$ cat config.mk
export PLATFORM = sky130hd
export DESIGN_NAME = obi_avalon_bridge
export DESIGN_NICKNAME = d
export VERILOG_FILES = /design/src/rtl/obi_avalon_bridge.sv
export SDC_FILE = /design/constraint.sdc
export NUM_CORES = 1
export LEC_CHECK = 0
export ABC_AREA = 0
export ABC_CLOCK_PERIOD_IN_PS = 2650
export CAP_MARGIN = 25
export CORE_ASPECT_RATIO = 0.75
export CORE_MARGIN = 2
export CORE_UTILIZATION = 30
export DETAILED_ROUTE_END_ITERATION = 8
export GPL_TIMING_DRIVEN = 0
export PLACE_DENSITY = 0.81
export SLEW_MARGIN = 15
export SYNTH_ARGS = -nofsm -noshare
export SYNTH_HDL_FRONTEND = slang
export SYNTH_SLANG_ARGS = --single-unit
export TNS_END_PERCENT = 5
$ cat constraint.sdc
create_clock -name clk_i -period 2.65 [get_ports clk_i]
set_input_delay 0.53 -clock clk_i [delete_from_list [all_inputs] [get_ports clk_i]]
set_output_delay 0.53 -clock clk_i [all_outputs]
set_load 0.02 [all_outputs]
$ cat src/rtl/obi_avalon_bridge.sv
// OBI (Ibex) to Avalon-MM pipelined bridge with outstanding tracking, in-order type FIFO and registered response.
// Latency: request is combinational pass-through; Avalon response to core_rvalid_o is 1 cycle.
// Backpressure: grant withheld on waitrequest or when MAX_OUTSTANDING are in flight. Build option: OBI_AVALON_RESP_ERR_EN.
module obi_avalon_bridge #(
  parameter int AW              = 32,
  parameter int DW              = 32,
  parameter int MAX_OUTSTANDING = 4,
  parameter int CNT_W           = $clog2(MAX_OUTSTANDING + 1)
) (
  input  logic              clk_i,
  input  logic              rst_ni,
  input  logic              core_req_i,
  output logic              core_gnt_o,
  input  logic              core_we_i,
  input  logic [DW/8-1:0]   core_be_i,
  input  logic [AW-1:0]     core_addr_i,
  input  logic [DW-1:0]     core_wdata_i,
  output logic              core_rvalid_o,
  output logic [DW-1:0]     core_rdata_o,
  output logic              core_err_o,
  output logic              avm_read_o,
  output logic              avm_write_o,
  output logic [AW-1:0]     avm_address_o,
  output logic [DW/8-1:0]   avm_byteenable_o,
  output logic [DW-1:0]     avm_writedata_o,
  input  logic              avm_waitrequest_i,
  input  logic              avm_readdatavalid_i,
  input  logic [DW-1:0]     avm_readdata_i,
  input  logic              avm_writeresponsevalid_i,
  input  logic [1:0]        avm_response_i,
  output logic [CNT_W-1:0]  outstanding_o,
  output logic              idle_o,
  output logic              proto_err_o,
  input  logic              proto_err_clr_i
);

  localparam int PW = (MAX_OUTSTANDING > 1) ? $clog2(MAX_OUTSTANDING) : 1;

  logic [CNT_W-1:0]           count_q, count_d;
  logic [MAX_OUTSTANDING-1:0] type_q;       // 1 = write, 0 = read
  logic [PW-1:0]              wr_ptr_q, rd_ptr_q;
  logic                       rvalid_q, err_q, proto_q;
  logic [DW-1:0]              rdata_q;

  logic can_issue, grant, fifo_empty, head_we;
  logic rd_match, wr_match, pop, proto_set;

  function automatic logic [PW-1:0] ptr_inc(input logic [PW-1:0] p);
    return (p == PW'(MAX_OUTSTANDING - 1)) ? '0 : p + 1'b1;
  endfunction

  // The FIFO occupancy always equals the outstanding count, so the count doubles as its fill level.
  assign can_issue  = (count_q < CNT_W'(MAX_OUTSTANDING));
  assign grant      = core_req_i & can_issue & ~avm_waitrequest_i;
  assign fifo_empty = (count_q == '0);
  assign head_we    = type_q[rd_ptr_q];

  // Only a response whose kind matches the oldest outstanding transaction is accepted.
  assign rd_match  = avm_readdatavalid_i & ~fifo_empty & ~head_we;
  assign wr_match  = avm_writeresponsevalid_i & ~fifo_empty & head_we;
  assign pop       = rd_match | wr_match;
  assign proto_set = (avm_readdatavalid_i & ~rd_match) | (avm_writeresponsevalid_i & ~wr_match);

  assign avm_read_o       = core_req_i & ~core_we_i & can_issue;
  assign avm_write_o      = core_req_i & core_we_i & can_issue;
  assign avm_address_o    = core_addr_i;
  assign avm_byteenable_o = core_be_i;
  assign avm_writedata_o  = core_wdata_i;
  assign core_gnt_o       = grant;

  assign core_rvalid_o = rvalid_q;
  assign core_rdata_o  = rdata_q;
  assign outstanding_o = count_q;
  assign idle_o        = fifo_empty & ~rvalid_q;
  assign proto_err_o   = proto_q;

  // Next outstanding count: grant and pop in the same cycle cancel out.
  always_comb begin
    count_d = count_q;
    if (grant && !pop)      count_d = count_q + CNT_W'(1);
    else if (!grant && pop) count_d = count_q - CNT_W'(1);
  end

  // Outstanding counter and response-type FIFO pointers/storage.
  always_ff @(posedge clk_i or negedge rst_ni) begin
    if (!rst_ni) begin
      count_q  <= '0;
      type_q   <= '0;
      wr_ptr_q <= '0;
      rd_ptr_q <= '0;
    end else begin
      count_q <= count_d;
      if (grant) begin
        type_q[wr_ptr_q] <= core_we_i;
        wr_ptr_q         <= ptr_inc(wr_ptr_q);
      end
      if (pop) rd_ptr_q <= ptr_inc(rd_ptr_q);
    end
  end

  // Registered response stage; write responses return zero data.
  always_ff @(posedge clk_i or negedge rst_ni) begin
    if (!rst_ni) begin
      rvalid_q <= 1'b0;
      rdata_q  <= '0;
    end else begin
      rvalid_q <= pop;
      rdata_q  <= rd_match ? avm_readdata_i : '0;
    end
  end

`ifdef OBI_AVALON_RESP_ERR_EN
  // Error flag captured alongside the accepted response.
  always_ff @(posedge clk_i or negedge rst_ni) begin
    if (!rst_ni) err_q <= 1'b0;
    else         err_q <= pop & (avm_response_i != 2'b00);
  end
`else
  logic unused_response;
  assign unused_response = ^avm_response_i;
  assign err_q = 1'b0;
`endif
  assign core_err_o = err_q;

  // Sticky protocol-violation flag; a new violation beats a simultaneous clear.
  always_ff @(posedge clk_i or negedge rst_ni) begin
    if (!rst_ni)              proto_q <= 1'b0;
    else if (proto_set)       proto_q <= 1'b1;
    else if (proto_err_clr_i) proto_q <= 1'b0;
  end

endmodule

==> impl_metrics.tcl, run 1 <==
set metrics [dict create \
    dr.first_iter.drc_count 30 \
    syn_nets 316 \
    slowest_delay_ns 0.65 \
    final_common_cell "clkdlybuf4s50_1" \
    viasPerCell 3.97 \
    ys_warn_count 0 \
    seq_area_frac_synth_pct 49.8 \
    required_ns 2.12 \
    grt_max_degree 25 \
    yosysUniqueCellTypes 27 \
    crit_arrival_ns 1.90 \
    critical_path_class "in -> out" \
    cts_num_sinks 45 \
    max_freq_ghz 0.411 \
    hold_path.class "in -> async" \
    slew_viol_final 0 \
    clock_path_buffers 2 \
    antenna_left 0 \
    numCtsBuffers 5 \
    grt_usage_pct 14.0 \
    antenna-diode-count 0 \
    grt_pass1_wl_um 9070 \
    grt_overflow_total 0 \
    hold_viol_final 0 \
    synth_cells 199 \
    die_x_um 104 \
    cpMaxStageDelayCell "clkdlybuf4s50_1" \
    syn_to_final_growth_pct 77.0 \
    dieArea_um2 8250 \
    clock_skew_ns 0.00577 \
    worstMarginPinSlew_ns 0.578 \
    setup_violations 0 \
    maxCapViolCount 0 \
    fill_cells 656 \
    antenna_found_initial 0 \
    final_cell_area_um2 4000 \
    clock-root-buffer "clkbuf_8" \
    timing.critical_path.buf_inv 2 \
    wl_per_cell_um 13.2 \
    start_kind "primary input" \
    drc 0 \
    clk_pin_slew_ns 0.09 \
    rsz0062_at_grt "false" \
    place_hpwl_um 5100 \
    drive_above_1_share_pct 26.3 \
    final_cell_mix "clkdlybuf4s50_1, buf_4, dfrtp_1" \
    critPathMostFrequentCell "clkdlybuf4s50_1" \
    synth_area_um2 2260 \
    seq_area_um2 1130 \
    startpoint "core_req_i" \
    period_share_pct 91.8 \
    row_count 27 \
    cts_hold_buf 0 \
    cp_top_family "buffers and inverters" \
    holdWs_ns 0.229 \
    postSynthAreaPerCell_um2 11.4 \
    cellPowerDensity_nw_per_um2 780 \
    port_buffers 148 \
    multiInputGateArea_um2 584 \
    status "completed" \
    start_util_pct 30.8 \
    rr_startpoint "rd_ptr_q[0]$_DFFE_PN0P_" \
    core_area_um2 7330 \
    clkLatencyLatePin_ns 0.29 \
    wirelength_um 6030 \
    p_leak_nw 1.83 \
    fin_crit_ns 2.43 \
    path_cells "clkdlybuf4s50_1 -> nor3b_4 -> clkdlybuf4s50_1" \
    dpl-instance-area_um2 3890 \
    dr_total_vias 1816 \
    max_slew_margin_pct 61.5 \
    io_pins 220 \
    grt_pass1_vias 1892 \
    critPathMaxFanout 3 \
    peakVddDrop_uv 330 \
    drtPass1Iterations 4 \
    cts_tree "done" \
    final_nets 473 \
    h-tree-depth 2 \
    worst_setup_path_end_kind "output pin" \
    die_h_um 79.2 \
    gp_congestion 0.770 \
    ys_ff_latch 45 \
]
-- through the flow --
stage | instances | setup WS [ns] | utilization (%) | TNS [ns] | power (W)
6_report | 458 | 0.218 | 54.6 | 0 | 0.00312
5_1_grt | 458 | 0.132 | 54.6 | 0 | 0.00331
4_1_cts | 458 | 0.189 | 54.6 | 0 | 0.00317
3_5_place_dp | 449 | -0.131 | 53.1 | -0.131 | 0.00271
3_3_place_gp | 448 | -0.132 | 52.8 | -5.96 | 0.00265
2_1_floorplan | 199 | 0.393 | - | 0 | 0.00198
-- cells by family after synthesis --
group / count (synthesis) / synth area share, %
buffers and inverters: 78 / 24.6
and+or+nand+nor: 50 / 13.1
DFF: 45 / 49.8
muxes: 9 / 5.42
adders and majority gates: 7 / 4.21
AOI/OAI and AO/OA: 6 / 1.55
xor gates and xnor gates: 3 / 1.16
other: 1 / 0.166
-- final timing paths --
check	slack, ns	depth (start not counted)	endpoint
setup / recovery	0.22	3	core_gnt_o
hold / removal	0.23	1	proto_err_o$_DFFE_PN0P_
setup reg to reg	0.25	8	outstanding_o[2]$_DFFE_PN0P_
hold reg to reg	0.50	2	proto_err_o$_DFFE_PN0P_
max in group asynchronous	1.91	2	core_rdata_o[30]$_DFF_PN0_
min in group clk_i	0.50	2	proto_err_o$_DFFE_PN0P_
-- per-layer routing --
metal | global-route usage, % | vias up | wire [µm]
li1 | - | 864 | -
met4 | 2.84 | 0 | 12
met3 | 5.25 | 2 | 475
met1 | 15.1 | 856 | 2200
met2 | 26.4 | 94 | 3340
met5 | 0 | - | 0
-- worst register-to-register path: stages (launching register included) --
cell,delay [ns]
dfrtp_1,0.42
mux4_2,0.61
mux2i_4,0.23
inv_1,0.06
ha_1,0.22
fa_1,0.39
xnor2_1,0.13
nor2_1,0.11
xor2_1,0.15
-- power by group --
| part | total, W | leakage (nW) | internal, W | switching [W] |
|---|---|---|---|---|
| sequential | 0.00106 | 0.585 | 0.000932 | 0.000126 |
| clock | 0.000440 | 0.0512 | 0.000211 | 0.000229 |
| combinational | 0.00162 | 1.20 | 0.000846 | 0.000777 |
-- Yosys cell counts, drive strengths merged --
cell type  count  area [µm²]
xnor2          2        17.5
and3b          1        8.76
mux2           6        67.6
nand2b         1        6.26
fa             1        20.0
nor3           1        5.00
nand3          1        5.00
mux2i          2        32.5
o31ai          2        15.0
clkbuf         3        15.0
nor2           4        17.5
nor3b          2        20.0
ha             6        75.1
buf           70         523
conb           1        3.75
dfrtp         45        1130
xor2           1        8.76
nor4           1        6.26
o21ai          4        20.0
nand2          7        26.3
inv            5        18.8
and2          32         200
mux4           1        22.5
-- timing repair --
| action | CTS | global route |
|---|---|---|
| buffers inserted | 1 | 0 |
| resized for setup | 1 | 0 |
| endpoints found under the setup margin | 1 | 0 |
-- flip-flops by register name, indices dropped and copies added, names as in the netlist --
signal / cells
core_rvalid_o: 1
core_rdata_o: 32
type_q: 4
outstanding_o: 3
wr_ptr_q: 2
rd_ptr_q: 2
proto_err_o: 1
-- final cells by class --
type	instances	area share [%]
repair buffers	150	37.8
multi-input cells	76	14.6
plain buffers	73	13.4
clock buffers	6	2.06
clock inverters	2	0.344
well taps	101	3.16
flip-flops and latches	45	28.1
inverters	5	0.469
(Power assumes the default switching activity.)
==> inputs of run 2 (changes only) <==
Settings changed: PLACE_DENSITY 0.81 to not set, PLACE_DENSITY_LB_ADDON set to 0.25.
==> run 2 against run 1 <==
Against the previous run:
- first-iteration DRC count up 50%
- clock power up 5.0%
- clock-buffer cell count up 1
- die area unchanged
- critical path depth unchanged
- global-route usage down 0.75 points
- cell area up 0.69%
- critical path type unchanged
==> impl_metrics.tcl, run 2 (synthesis results as in run 1) <==
set metrics [dict create \
    gp_congestion 0.696 \
    startpoint "core_req_i" \
    drc 0 \
    status "completed" \
    worst_setup_path_end_kind "output pin" \
    grt_usage_pct 13.2 \
    syn_to_final_growth_pct 78.2 \
    final_common_cell "clkdlybuf4s50_1" \
    worstMarginPinSlew_ns 0.552 \
    clk_pin_slew_ns 0.09 \
    finalSetupTns_ns 0 \
    critPathMaxFanout 6 \
    grt_pass1_vias 1877 \
    port_buffers 148 \
    period_share_pct 95.7 \
    wl_per_cell_um 12.1 \
    cts_tree "done" \
    peakVddDrop_uv 368 \
    finalWorstSetupSlack_ns 0.115 \
    final_nets 476 \
    largest_reg_flops 32 \
    start_kind "primary input" \
    dr_total_vias 1770 \
    start_util_pct 30.8 \
    finalPower_w 0.00314 \
    viasPerCell 3.84 \
    clock_path_buffers 2 \
    h-tree-depth 2 \
    grt_pass1_wl_um 8740 \
    p_leak_nw 1.85 \
    row_count 27 \
    rsz0062_at_grt "false" \
    antenna-diode-count 0 \
    die_h_um 79.2 \
    rr_startpoint "rd_ptr_q[0]$_DFFE_PN0P_" \
    grt_overflow_total 0 \
    clock-root-buffer "clkbuf_8" \
    slew_viol_final 0 \
    final_cell_mix "clkdlybuf4s50_1, buf_4, dfrtp_1" \
    holdWs_ns 0.218 \
    numCtsBuffers 5 \
    max_slew_margin_pct 62.9 \
    drive_above_1_share_pct 26.9 \
    cts_num_sinks 45 \
    core_area_um2 7330 \
    grt_max_degree 25 \
    clock_skew_ns 0.00884 \
    cellPowerDensity_nw_per_um2 780 \
    dr.first_iter.drc_count 45 \
    required_ns 2.12 \
    clkLatencyLatePin_ns 0.29 \
    setup_violations 0 \
    antenna_found_initial 0 \
    place_hpwl_um 4560 \
    drtPass1Iterations 4 \
    die_x_um 104 \
    hold_path.class "in -> async" \
    antenna_left 0 \
    critical_path_class "in -> out" \
    wirelength_um 5580 \
    max_freq_ghz 0.394 \
    io_pins 220 \
    crit_arrival_ns 2.01 \
    fin_crit_ns 2.54 \
    hold_viol_final 0 \
    dp_slack_ns -0.0829 \
    maxCapViolCount 0 \
    dieArea_um2 8250 \
]
-- run 2: worst paths after layout --
check / cells past startpoint / slack [ns] / endpoint
setup / recovery: 3 / 0.11 / core_gnt_o
hold / removal: 1 / 0.22 / outstanding_o[0]$_DFFE_PN0P_
setup reg to reg: 8 / 0.23 / outstanding_o[2]$_DFFE_PN0P_
hold reg to reg: 2 / 0.50 / proto_err_o$_DFFE_PN0P_
max in group asynchronous: 2 / 1.92 / core_rdata_o[23]$_DFF_PN0_
min in group clk_i: 2 / 0.50 / proto_err_o$_DFFE_PN0P_
-- run 2: layout make-up --
cell class / count / area (µm²)
buffer: 73 / 538
tap: 101 / 126
clock inverter: 1 / 5.00
timing repair buffer: 153 / 1530
clock buffer: 7 / 96.3
inverter: 5 / 18.8
fill: 653 / 3300
sequential: 45 / 1130
multi-input combinational: 76 / 584
-- run 2: repair_timing --
item / in CTS / in global routing
hold buffers: 0 / 0
endpoints found under the hold margin: 0 / 0
buffers inserted: 0 / 4
setup endpoints to repair: 1 / 1
gates resized for setup: 1 / 0
-- run 2: critical path: stages --
cell and delay [ns]:
clkdlybuf4s50_1 0.50, nor3b_4 0.31, clkdlybuf4s50_1 0.66
-- run 2: power breakdown --
group          switching [W]  total, W  internal, W
logic               0.000772   0.00163     0.000854
registers           0.000122   0.00105     0.000932
clock network       0.000226  0.000462     0.000236
-- run 2: metal layers --
layer  GRT usage [%]  routed length, µm  up-vias
met5               0                  0        -
met3            5.34                489        7
met1            15.0               2050      797
met4            2.97                 51        0
met2            23.7               2990       94
li1                -                  -      872
-- run 2: metrics by stage --
step                area, µm²  cells  utilization (%)
floorplan                2260    199                -
global placement         3870    448             52.8
detailed placement       3890    449             53.1
CTS                      4000    457             54.5
global route             4030    461             55.0
finish                   4030    461             55.0
